## config.mk

```make
export PLATFORM = sky130hd
export DESIGN_NAME = hazard_scoreboard
export DESIGN_NICKNAME = d
export VERILOG_FILES = /design/src/rtl/hazard_pkg.sv /design/src/rtl/fwd_prio_sel.sv /design/src/rtl/hazard_scoreboard.sv
export SDC_FILE = /design/constraint.sdc
export NUM_CORES = 1
export LEC_CHECK = 0
export BUFFER_PORTS_ARGS = -buffer_cell sky130_fd_sc_hd__buf_2
export CAP_MARGIN = 20
export CORE_UTILIZATION = 32
export DETAILED_ROUTE_END_ITERATION = 8
export GPL_TIMING_DRIVEN = 0
export SLEW_MARGIN = 40
export SYNTH_ARGS = -nofsm -noshare
export SYNTH_HDL_FRONTEND = slang
export SYNTH_SLANG_ARGS = --single-unit
```

## constraint.sdc

```tcl
create_clock -name clk -period 3.8 [get_ports clk]
set_clock_uncertainty 0.15 [all_clocks]
set_input_delay 0.19 -clock clk [delete_from_list [all_inputs] [get_ports clk]]
set_output_delay 0.19 -clock clk [all_outputs]
set_load 0.1 [all_outputs]
```

## src/rtl/hazard_pkg.sv

```systemverilog
// ---------------------------------------------------------------------------
// hazard_pkg
// Shared types and helpers for the hazard scoreboard.
//   entry_t      : one shadow-pipeline slot {valid, rd, reg_write, mem_read}
//   ex_src_t     : source operands of the instruction currently in EX
//   SEL_NONE     : forwarding select value meaning "use the ID/EX register"
//   params_legal : elaboration-time legality check of the top parameters
//   stage_hit    : "entry writes a non-zero register that this source reads"
// Register addresses are stored at REG_AW_MAX bits so one struct serves any
// REG_AW; narrower addresses are zero-extended before they are stored or
// compared.
// ---------------------------------------------------------------------------
package hazard_pkg;

  localparam int REG_AW_MAX = 16;
  localparam int SEL_NONE   = 0;

  typedef logic [REG_AW_MAX-1:0] reg_addr_t;

  typedef struct packed {
    logic      valid;
    reg_addr_t rd;
    logic      reg_write;
    logic      mem_read;
  } entry_t;

  typedef struct packed {
    reg_addr_t rs;
    reg_addr_t rt;
    logic      rs_used;
    logic      rt_used;
  } ex_src_t;

  localparam entry_t BUBBLE = '0;

  function automatic bit params_legal(input int reg_aw, input int num_fwd,
                                      input int load_lat);
    return (reg_aw >= 1) && (reg_aw <= REG_AW_MAX) &&
           (num_fwd >= 1) && (load_lat >= 0) && (load_lat < num_fwd);
  endfunction

  // Register $0 is hard-wired to zero, so a writer to it never produces a hit.
  function automatic logic stage_hit(input entry_t e, input reg_addr_t src,
                                     input logic used);
    return e.valid & e.reg_write & (e.rd == src) & (e.rd != '0) & used;
  endfunction

endpackage

```

## src/rtl/fwd_prio_sel.sv

```systemverilog
// ---------------------------------------------------------------------------
// fwd_prio_sel
// Priority encoder for one EX source operand: turns the per-stage match
// vector into a forwarding select, youngest (lowest-numbered) stage first.
//   hit [NUM_FWD-1:0] : bit k-1 set when post-EX stage k holds a matching writer
//   sel [SEL_W-1:0]   : smallest matching k, or SEL_NONE when nothing matches
// ---------------------------------------------------------------------------
module fwd_prio_sel
  import hazard_pkg::*;
#(
  parameter int NUM_FWD = 2,
  parameter int SEL_W   = $clog2(NUM_FWD + 1)
) (
  input  logic [NUM_FWD-1:0] hit,
  output logic [SEL_W-1:0]   sel
);

  // Scan from the oldest stage down so the youngest match is written last.
  // NOTE: every variable driven in always_comb gets a default on entry;
  // otherwise a path that skips the assignment infers a latch.
  always_comb begin
    sel = SEL_W'(SEL_NONE);
    for (int k = NUM_FWD; k >= 1; k--) begin
      if (hit[k-1]) sel = SEL_W'(k);
    end
  end

endmodule

```

## src/rtl/hazard_scoreboard.sv

```systemverilog
// ---------------------------------------------------------------------------
// hazard_scoreboard
// Hazard controller for the pipelined MIPS core. Keeps a shadow pipeline of
// in-flight writers (slot 0 = EX, slot k = post-EX stage k) and derives EX
// forwarding selects, the IF/ID load-use stall and redirect flushes.
//   clk, arst                 : core clock, asynchronous active-high reset
//   enable                    : pipeline advance; low freezes state and counters
//   id_*                      : instruction currently in ID (sources, dest, ctrl)
//   redirect                  : taken branch/jump resolved in MEM this cycle
//   fwd_rs_sel, fwd_rt_sel    : EX operand source (0 = ID/EX value, k = stage k)
//   stall                     : hold PC and IF/ID, bubble into ID/EX
//   flush_ifid, flush_idex    : zero the named pipeline registers
//   stall_cnt, flush_cnt      : saturating event counters
// All outputs are combinational from the current state and inputs.
// ---------------------------------------------------------------------------
module hazard_scoreboard
  import hazard_pkg::*;
#(
  parameter  int REG_AW   = 5,
  parameter  int NUM_FWD  = 2,
  parameter  int LOAD_LAT = 1,
  parameter  int CNT_W    = 32,
  localparam int SEL_W    = $clog2(NUM_FWD + 1)
) (
  input  logic              clk,
  input  logic              arst,
  input  logic              enable,
  input  logic              id_valid,
  input  logic [REG_AW-1:0] id_rs,
  input  logic [REG_AW-1:0] id_rt,
  input  logic              id_rs_used,
  input  logic              id_rt_used,
  input  logic [REG_AW-1:0] id_rd,
  input  logic              id_reg_write,
  input  logic              id_mem_read,
  input  logic              redirect,
  output logic [SEL_W-1:0]  fwd_rs_sel,
  output logic [SEL_W-1:0]  fwd_rt_sel,
  output logic              stall,
  output logic              flush_ifid,
  output logic              flush_idex,
  output logic [CNT_W-1:0]  stall_cnt,
  output logic [CNT_W-1:0]  flush_cnt
);

  if (!params_legal(REG_AW, NUM_FWD, LOAD_LAT)) begin : g_bad_params
    $error("hazard_scoreboard: need 1<=REG_AW<=16, NUM_FWD>=1, 0<=LOAD_LAT<NUM_FWD");
  end

  // -------------------------------------------------------------------------
  // State
  // -------------------------------------------------------------------------
  entry_t  pipe [NUM_FWD+1];
  ex_src_t ex_src;

  // -------------------------------------------------------------------------
  // ID-stage view, widened to the package address width
  // -------------------------------------------------------------------------
  reg_addr_t id_rs_w, id_rt_w;
  entry_t    id_entry;
  ex_src_t   id_src;

  always_comb begin
    id_rs_w  = reg_addr_t'(id_rs);
    id_rt_w  = reg_addr_t'(id_rt);
    id_entry = '{valid: id_valid, rd: reg_addr_t'(id_rd),
                 reg_write: id_reg_write, mem_read: id_mem_read};
    id_src   = '{rs: id_rs_w, rt: id_rt_w,
                 rs_used: id_rs_used, rt_used: id_rt_used};
  end

  // -------------------------------------------------------------------------
  // Forwarding: match the EX sources against post-EX stages 1..NUM_FWD.
  // A bubble in EX reads nothing, so it never forwards.
  // -------------------------------------------------------------------------
  logic [NUM_FWD-1:0] rs_fwd_hit, rt_fwd_hit;

  always_comb begin
    rs_fwd_hit = '0;
    rt_fwd_hit = '0;
    for (int k = 1; k <= NUM_FWD; k++) begin
      rs_fwd_hit[k-1] = pipe[0].valid & stage_hit(pipe[k], ex_src.rs, ex_src.rs_used);
      rt_fwd_hit[k-1] = pipe[0].valid & stage_hit(pipe[k], ex_src.rt, ex_src.rt_used);
    end
  end

  fwd_prio_sel #(.NUM_FWD(NUM_FWD), .SEL_W(SEL_W)) u_rs_sel (
    .hit (rs_fwd_hit),
    .sel (fwd_rs_sel)
  );

  fwd_prio_sel #(.NUM_FWD(NUM_FWD), .SEL_W(SEL_W)) u_rt_sel (
    .hit (rt_fwd_hit),
    .sel (fwd_rt_sel)
  );

  // -------------------------------------------------------------------------
  // Load-use: an ID source depends on a load that, by the time ID reaches EX,
  // still will not have reached the first stage it can forward from. Only
  // slots 0..LOAD_LAT-1 are close enough to matter.
  // -------------------------------------------------------------------------
  logic load_use;

  always_comb begin
    load_use = 1'b0;
    for (int k = 0; k < LOAD_LAT; k++) begin
      load_use = load_use | (pipe[k].mem_read &
                 (stage_hit(pipe[k], id_rs_w, id_rs_used) |
                  stage_hit(pipe[k], id_rt_w, id_rt_used)));
    end
  end

  // The instruction in ID is on the wrong path when a redirect resolves, so
  // stalling for it would be pointless: the redirect takes priority.
  assign stall      = id_valid & ~redirect & load_use;
  assign flush_ifid = redirect;
  assign flush_idex = redirect;

  // -------------------------------------------------------------------------
  // Shadow pipeline advance and event counters
  // -------------------------------------------------------------------------
  // NOTE: sequential state is written with non-blocking assignments so every
  // slot shifts from its pre-edge value, independent of statement order.
  always_ff @(posedge clk or posedge arst) begin
    if (arst) begin
      // NOTE: the shadow pipeline is a handful of flops, not a RAM, and its
      // valid bits must be clear out of reset, so every slot is reset.
      for (int k = 0; k <= NUM_FWD; k++) pipe[k] <= BUBBLE;
      ex_src    <= '0;
      stall_cnt <= '0;
      flush_cnt <= '0;
    end else if (enable) begin
      pipe[0] <= (stall | redirect) ? BUBBLE : id_entry;
      ex_src  <= id_src;
      // The wrong-path instruction in EX is killed as it moves to stage 1.
      pipe[1] <= redirect ? BUBBLE : pipe[0];
      for (int k = 2; k <= NUM_FWD; k++) pipe[k] <= pipe[k-1];

      if (stall && (stall_cnt != '1))    stall_cnt <= stall_cnt + CNT_W'(1);
      if (redirect && (flush_cnt != '1)) flush_cnt <= flush_cnt + CNT_W'(1);
    end
  end

endmodule

```

## Word-level counts from Yosys, hierarchy flattened

Cells that the tools add are included.

| storage, ports and cells | value |
|---|---|
| input bits | 24 |
| bits in registers | 131 |
| latch bits | 0 |
| RAM bits | 0 |
| ROM bits | 0 |
| memories kept | 0 |
| output and inout bits | 71 |
| word-level logic and storage cells | 70 |

| operators by class | value |
|---|---|
| equality and inequality tests | 8 |
| reduce and logical (&&, ||, !) cells | 7 |
| magnitude comparators | 0 |
| divide/modulo/power cells | 0 |
| add/sub/neg operators | 2 |
| bitwise logic cells | 31 |
| muxes and demuxes | 6 |
| multiply operators | 0 |
| shift-type cells | 0 |

Operators by type and width:

| operator | count |
|---|---|
| 16-bit by 5-bit equality test with 1-bit output | 6 |
| 32-bit by 1-bit adder with 32-bit output, second input constant | 2 |
| 32-bit inequality test, second input constant | 2 |
| 16-bit nonzero test | 3 |
| 19-bit two-way mux | 2 |
| 1-bit bitwise AND | 28 |
| 2-bit two-way mux | 4 |
| 2-bit AND reduction | 2 |
| 1-bit logical AND | 2 |
| 1-bit bitwise OR | 2 |
| 1-bit NOT | 1 |

## Logic depth before layout (Yosys ltp)

| logic depth | value |
|---|---|
| depth in word-level cells | 9 |
| mapped depth | 9 |
| depth with buffers taken out | 7 |

## Cells and area by module

A second synthesis with hierarchy kept.

| second synthesis, totals | value |
|---|---|
| cells, all modules | 417 |
| area, all modules | 4758.3 um^2 |

By module, submodules not included:

| module | cells an instance | area an instance (um^2) | times used |
|---|---|---|---|
| hazard_scoreboard | 413 | 4715.8 | 1 |
| fwd_prio_sel | 2 | 21.3 | 2 |

## Worst setup path after synthesis

Ideal clock, no wire load.

| timing path | value |
|---|---|
| path type | flip-flop to output port |
| start point | register pipe[23] in the netlist's numbering |
| end point | output fwd_rs_sel[1] |
| setup slack | -0.801 ns |
| data arrival time | 4.261 ns |
| stages on the path, launching flop included | 6 |
| cell sequence | dfrtp_1 inv_1 nand4_1 o2111ai_1 nor3_1 nor3_1 |

| on the way | value |
|---|---|
| cells in the longest elaborated chain, start to end | 6 |
| elaborated cells on any way between the ends | 7 |
| those cells by class | eq/ne (1); mux (1); bitwise (4); reduce/logical (1) |

Ends and longest elaborated chain:

| item | line | RTL |
|---|---|---|
| start: declaration | hazard_scoreboard.sv:53 | `entry_t pipe [NUM_FWD+1];` |
| 16-bit by 5-bit equality test with 1-bit output | hazard_pkg.sv:45 | `return e.valid & e.reg_write & (e.rd == src) & (e.rd != '0) & used;` |
| 1-bit bitwise AND | hazard_pkg.sv:45 |  |
| 1-bit bitwise AND (*) (2 in a row) | hazard_pkg.sv:45 |  |
| 1-bit bitwise AND (*) | hazard_scoreboard.sv:82 | `rs_fwd_hit[k-1] = pipe[0].valid & stage_hit(pipe[k], ex_src.rs, ex_src.rs_used);` |
| 2-bit two-way mux (*) | fwd_prio_sel.sv:24 | `if (hit[k-1]) sel = SEL_W'(k);` |
| end: declaration | hazard_scoreboard.sv:37 | `output logic [SEL_W-1:0] fwd_rs_sel,` |

Every way passes the cells marked *; elsewhere a longest branch is shown, timed or not.

## Final worst setup path

| timing path | value |
|---|---|
| start point | register pipe[42] in the netlist's numbering |
| end point | register stall_cnt[8] |

| on the way | value |
|---|---|
| cells in the longest elaborated chain, start to end | 9 |
| elaborated cells on any way between the ends | 14 |
| those cells by class | eq/ne (2); bitwise (9); reduce/logical (3) |

Ends and longest elaborated chain:

| item | line | RTL |
|---|---|---|
| 16-bit by 5-bit equality test with 1-bit output | hazard_pkg.sv:45 |  |
| 1-bit bitwise AND (3 in a row) | hazard_pkg.sv:45 |  |
| 1-bit bitwise OR (*) | hazard_scoreboard.sv:108 | `(stage_hit(pipe[k], id_rs_w, id_rs_used) \|` |
| 1-bit bitwise AND (*) | hazard_scoreboard.sv:107 | `load_use = load_use \| (pipe[k].mem_read &` |
| 1-bit bitwise AND (*) | hazard_scoreboard.sv:115 | `assign stall = id_valid & ~redirect & load_use;` |
| 1-bit logical AND (*) | hazard_scoreboard.sv:139 | `if (stall && (stall_cnt != '1)) stall_cnt <= stall_cnt + CNT_W'(1);` |
| 2-bit AND reduction (no line) (*) | - |  |
| end signal: assignment | hazard_scoreboard.sv:139 |  |
| end: declaration | hazard_scoreboard.sv:42 | `output logic [CNT_W-1:0] stall_cnt,` |

Marks and branches as above.
A chain may end at the register's enable or synchronous reset.

==> reports/metrics.yaml <==
ctsHtreeMaxLevel: 3
ys.flop_type: "dfrtp_1"
synth_fp_nets: 459
setup_slack_ns: 1.09
rsz0062_at_grt: "false"
power_density_mw_per_mm2: 437
drc: 0
drive_gt1_share_pct: 27.0
cp-start-kind: "flop"
net-switching-power_uw: 850
port_buffers: 93
wire_per_inst_um: 15.5
dpl_worst_slack_ns: 1.05
clk_path_buf_depth: 2
start_util_pct: 32.8
yosysWarnings: 0
cp.arrival_ns: 2.83
run_status: "finished, final reports clean"
drv_cap: 0
dieHeight_um: 124
hp-class: "in2reg"
gp_congestion: 0.831
area_delta_synth_final_pct: 26.2
grt_max_degree: 51
num_rows: 44
globalRoute.totalOverflow: 0
dpl.hpwl_um: 8240
peakVddDrop_mv: 0.250
drt-total-wl_um: 11600
syn_inst: 433
antennaDiodeCount: 0
fin_crit_ns: 2.71
pwr-share-seq_pct: 45.2
cp-end-kind: "flop"
synth_area_leaders: "dfrtp_1 (52%), xnor2_1 (9.4%), xor2_1 (7.5%)"
firstDrtPassIters: 4
syn_area_mm2: 0.00476
finalPower_mw: 2.63
synth-seq-area-share_pct: 51.5
tns_ns: 0
cp_max_fo: 10
core-area_mm2: 0.0145
grt_usage_pct: 15.5
swShare_pct: 32.4
route.vias.total: 3710
ys_ff_latch: 98
viasPerCell: 4.96
synth_edf_count: 0
p_clk_share_pct: 35.8
tightest_slew_ns: 0.605
cts_tree: "yes"
synth.avg_cell_area_um2: 11.0
synth_area_leader_cell: "dfrtp_1"
worst-setup-path-type: "reg2reg"
power_leakage_nw: 2.91
period_share_pct: 71.4
setup_viol: 0
r2r_slack_ns: 1.09
clockRootBuffer: "clkbuf_16"
num_io_pins: 95
clk-insertion-delay-late_ns: 0.34
fmax_ghz: 0.369
grt_pass1_vias: 3616
synth_top_cell_area_share_pct: 51.5
nNetsFinal: 585
cp.required_ns: 3.91
slew_viol_final: 0
antenna_found_initial: 0
final_hold_viol_count: 0
ant_nets: 0
relSlewSlack_pct: 59.7
cts_num_sinks: 98
grt_pass1_wl_um: 18400
numCtsBuffers: 9
die_x_um: 124
async_flop_share_pct: 100
p_comb_share_pct: 19.0
intPower_mw: 1.78
ctsResizeCount: 0
die_area_mm2: 0.0154
clk_pin_slew_worst_paths_ns: 0.07
ys_types: 43
drt_iter0_markers: 205
## kinds of logic (layout without fill, tap and decap cells)
family	after synthesis	in the layout	share of synthesized area [%]
adders and majority gates	2	2	0.526
buffers and inverters	28	159	2.65
AOI/OAI and AO/OA	20	20	3.31
DFF	98	98	51.5
xor gates and xnor gates	92	92	16.9
muxes	22	22	5.20
and+or+nand+nor	171	171	19.9
## critical path: stages (launching register included)
cell	delay (ns)
dfrtp_1	0.49
xnor2_1	0.22
nand2_1	0.09
o22ai_1	0.39
nand3_1	0.48
buf_2	0.35
nor4_1	0.28
xnor2_1	0.18
## metrics by stage
step | util, % | cell area [um^2] | std cells | hold slack (ns)
after floorplan | - | 4760 | 433 | 0.168
after global placement | 37.5 | 5460 | 710 | 0.266
after detailed placement | 37.8 | 5490 | 711 | 0.0688
after CTS | 41.3 | 6010 | 748 | 0.113
after global routing | 41.3 | 6010 | 748 | 0.145
final | 41.3 | 6010 | 748 | 0.119
## sequential cells by signal (all words and copies together) (netlist names)
name and count:
ex_src 12, flush_cnt 32, pipe 22, stall_cnt 32
## final timing paths
path / startpoint / depth (start not counted) / to
setup / recovery: pipe[42]$_DFFE_PP0P_ / 7 / stall_cnt[8]$_DFFE_PP0P_
hold / removal: redirect / 2 / pipe[24]$_DFFE_PP0P_
setup reg to reg: pipe[42]$_DFFE_PP0P_ / 7 / stall_cnt[8]$_DFFE_PP0P_
hold reg to reg: stall_cnt[11]$_DFFE_PP0P_ / 1 / stall_cnt[11]$_DFFE_PP0P_
max in group asynchronous: arst / 4 / ex_src[20]$_DFFE_PP0P_
min in group asynchronous: arst / 3 / flush_cnt[21]$_DFFE_PP0P_
## layer usage
layer	global-route usage, %	up-vias	part of all wire [%]
met4	4.24	0	1.2
li1	-	1772	-
met3	4.30	12	4.3
met5	0	-	0
met2	24.5	85	47
met1	20.9	1841	48
## cell usage after synthesis (3+ instances only)
cell	instances
buf_4	3
o2111ai_1	3
xor2_1	41
nand2_1	30
nand4_1	26
a22o_1	9
buf_1	3
xnor2_1	51
mux2_2	21
nor4b_1	3
and3_1	4
dfrtp_1	98
nor4_1	9
o22ai_1	5
clkbuf_1	5
nor2_1	25
nand3_1	27
inv_1	14
nor3_1	20
and4_1	5
and3_2	4
## repair_timing
action	4_1_cts	5_1_grt
hold buffers	21	0
hold endpoints to repair	68	0
setup buffers	0	0
## power by group through the flow
stage                     combinational (mW)  clock, mW  sequential (mW)
after global placement                 0.474          0             1.20
final                                  0.500      0.941             1.19
after detailed placement               0.488          0             1.21
after floorplan                        0.167          0             1.41
after global routing                   0.536       1.00             1.20
after CTS                              0.505      0.962             1.19
## layout by cell type (no fill, tap or decap), types with 4 or more instances in the layout
| cell type | n |
|---|---|
| xnor2_1 | 51 |
| buf_2 | 95 |
| nor3_1 | 20 |
| and3_2 | 4 |
| dlygate4sd3_1 | 21 |
| nor2_1 | 25 |
| xor2_1 | 41 |
| nand3_1 | 27 |
| clkbuf_1 | 5 |
| mux2_2 | 21 |
| nor4_1 | 9 |
| a22o_1 | 9 |
| and4_1 | 5 |
| nand4_1 | 26 |
| dfrtp_1 | 98 |
| and3_1 | 4 |
| clkbuf_16 | 9 |
| o22ai_1 | 5 |
| nand2_1 | 30 |
| inv_1 | 13 |
## final cells by class
cell class,instances,area [um^2]
timing repair buffer,115,703
buffer,14,73.8
fill,1425,8530
clock buffer,10,239
tap,184,230
multi-input combinational,307,2180
sequential,98,2450
inverter,14,60.1
clock inverter,6,66.3
Power figures use the tool's default switching activity.
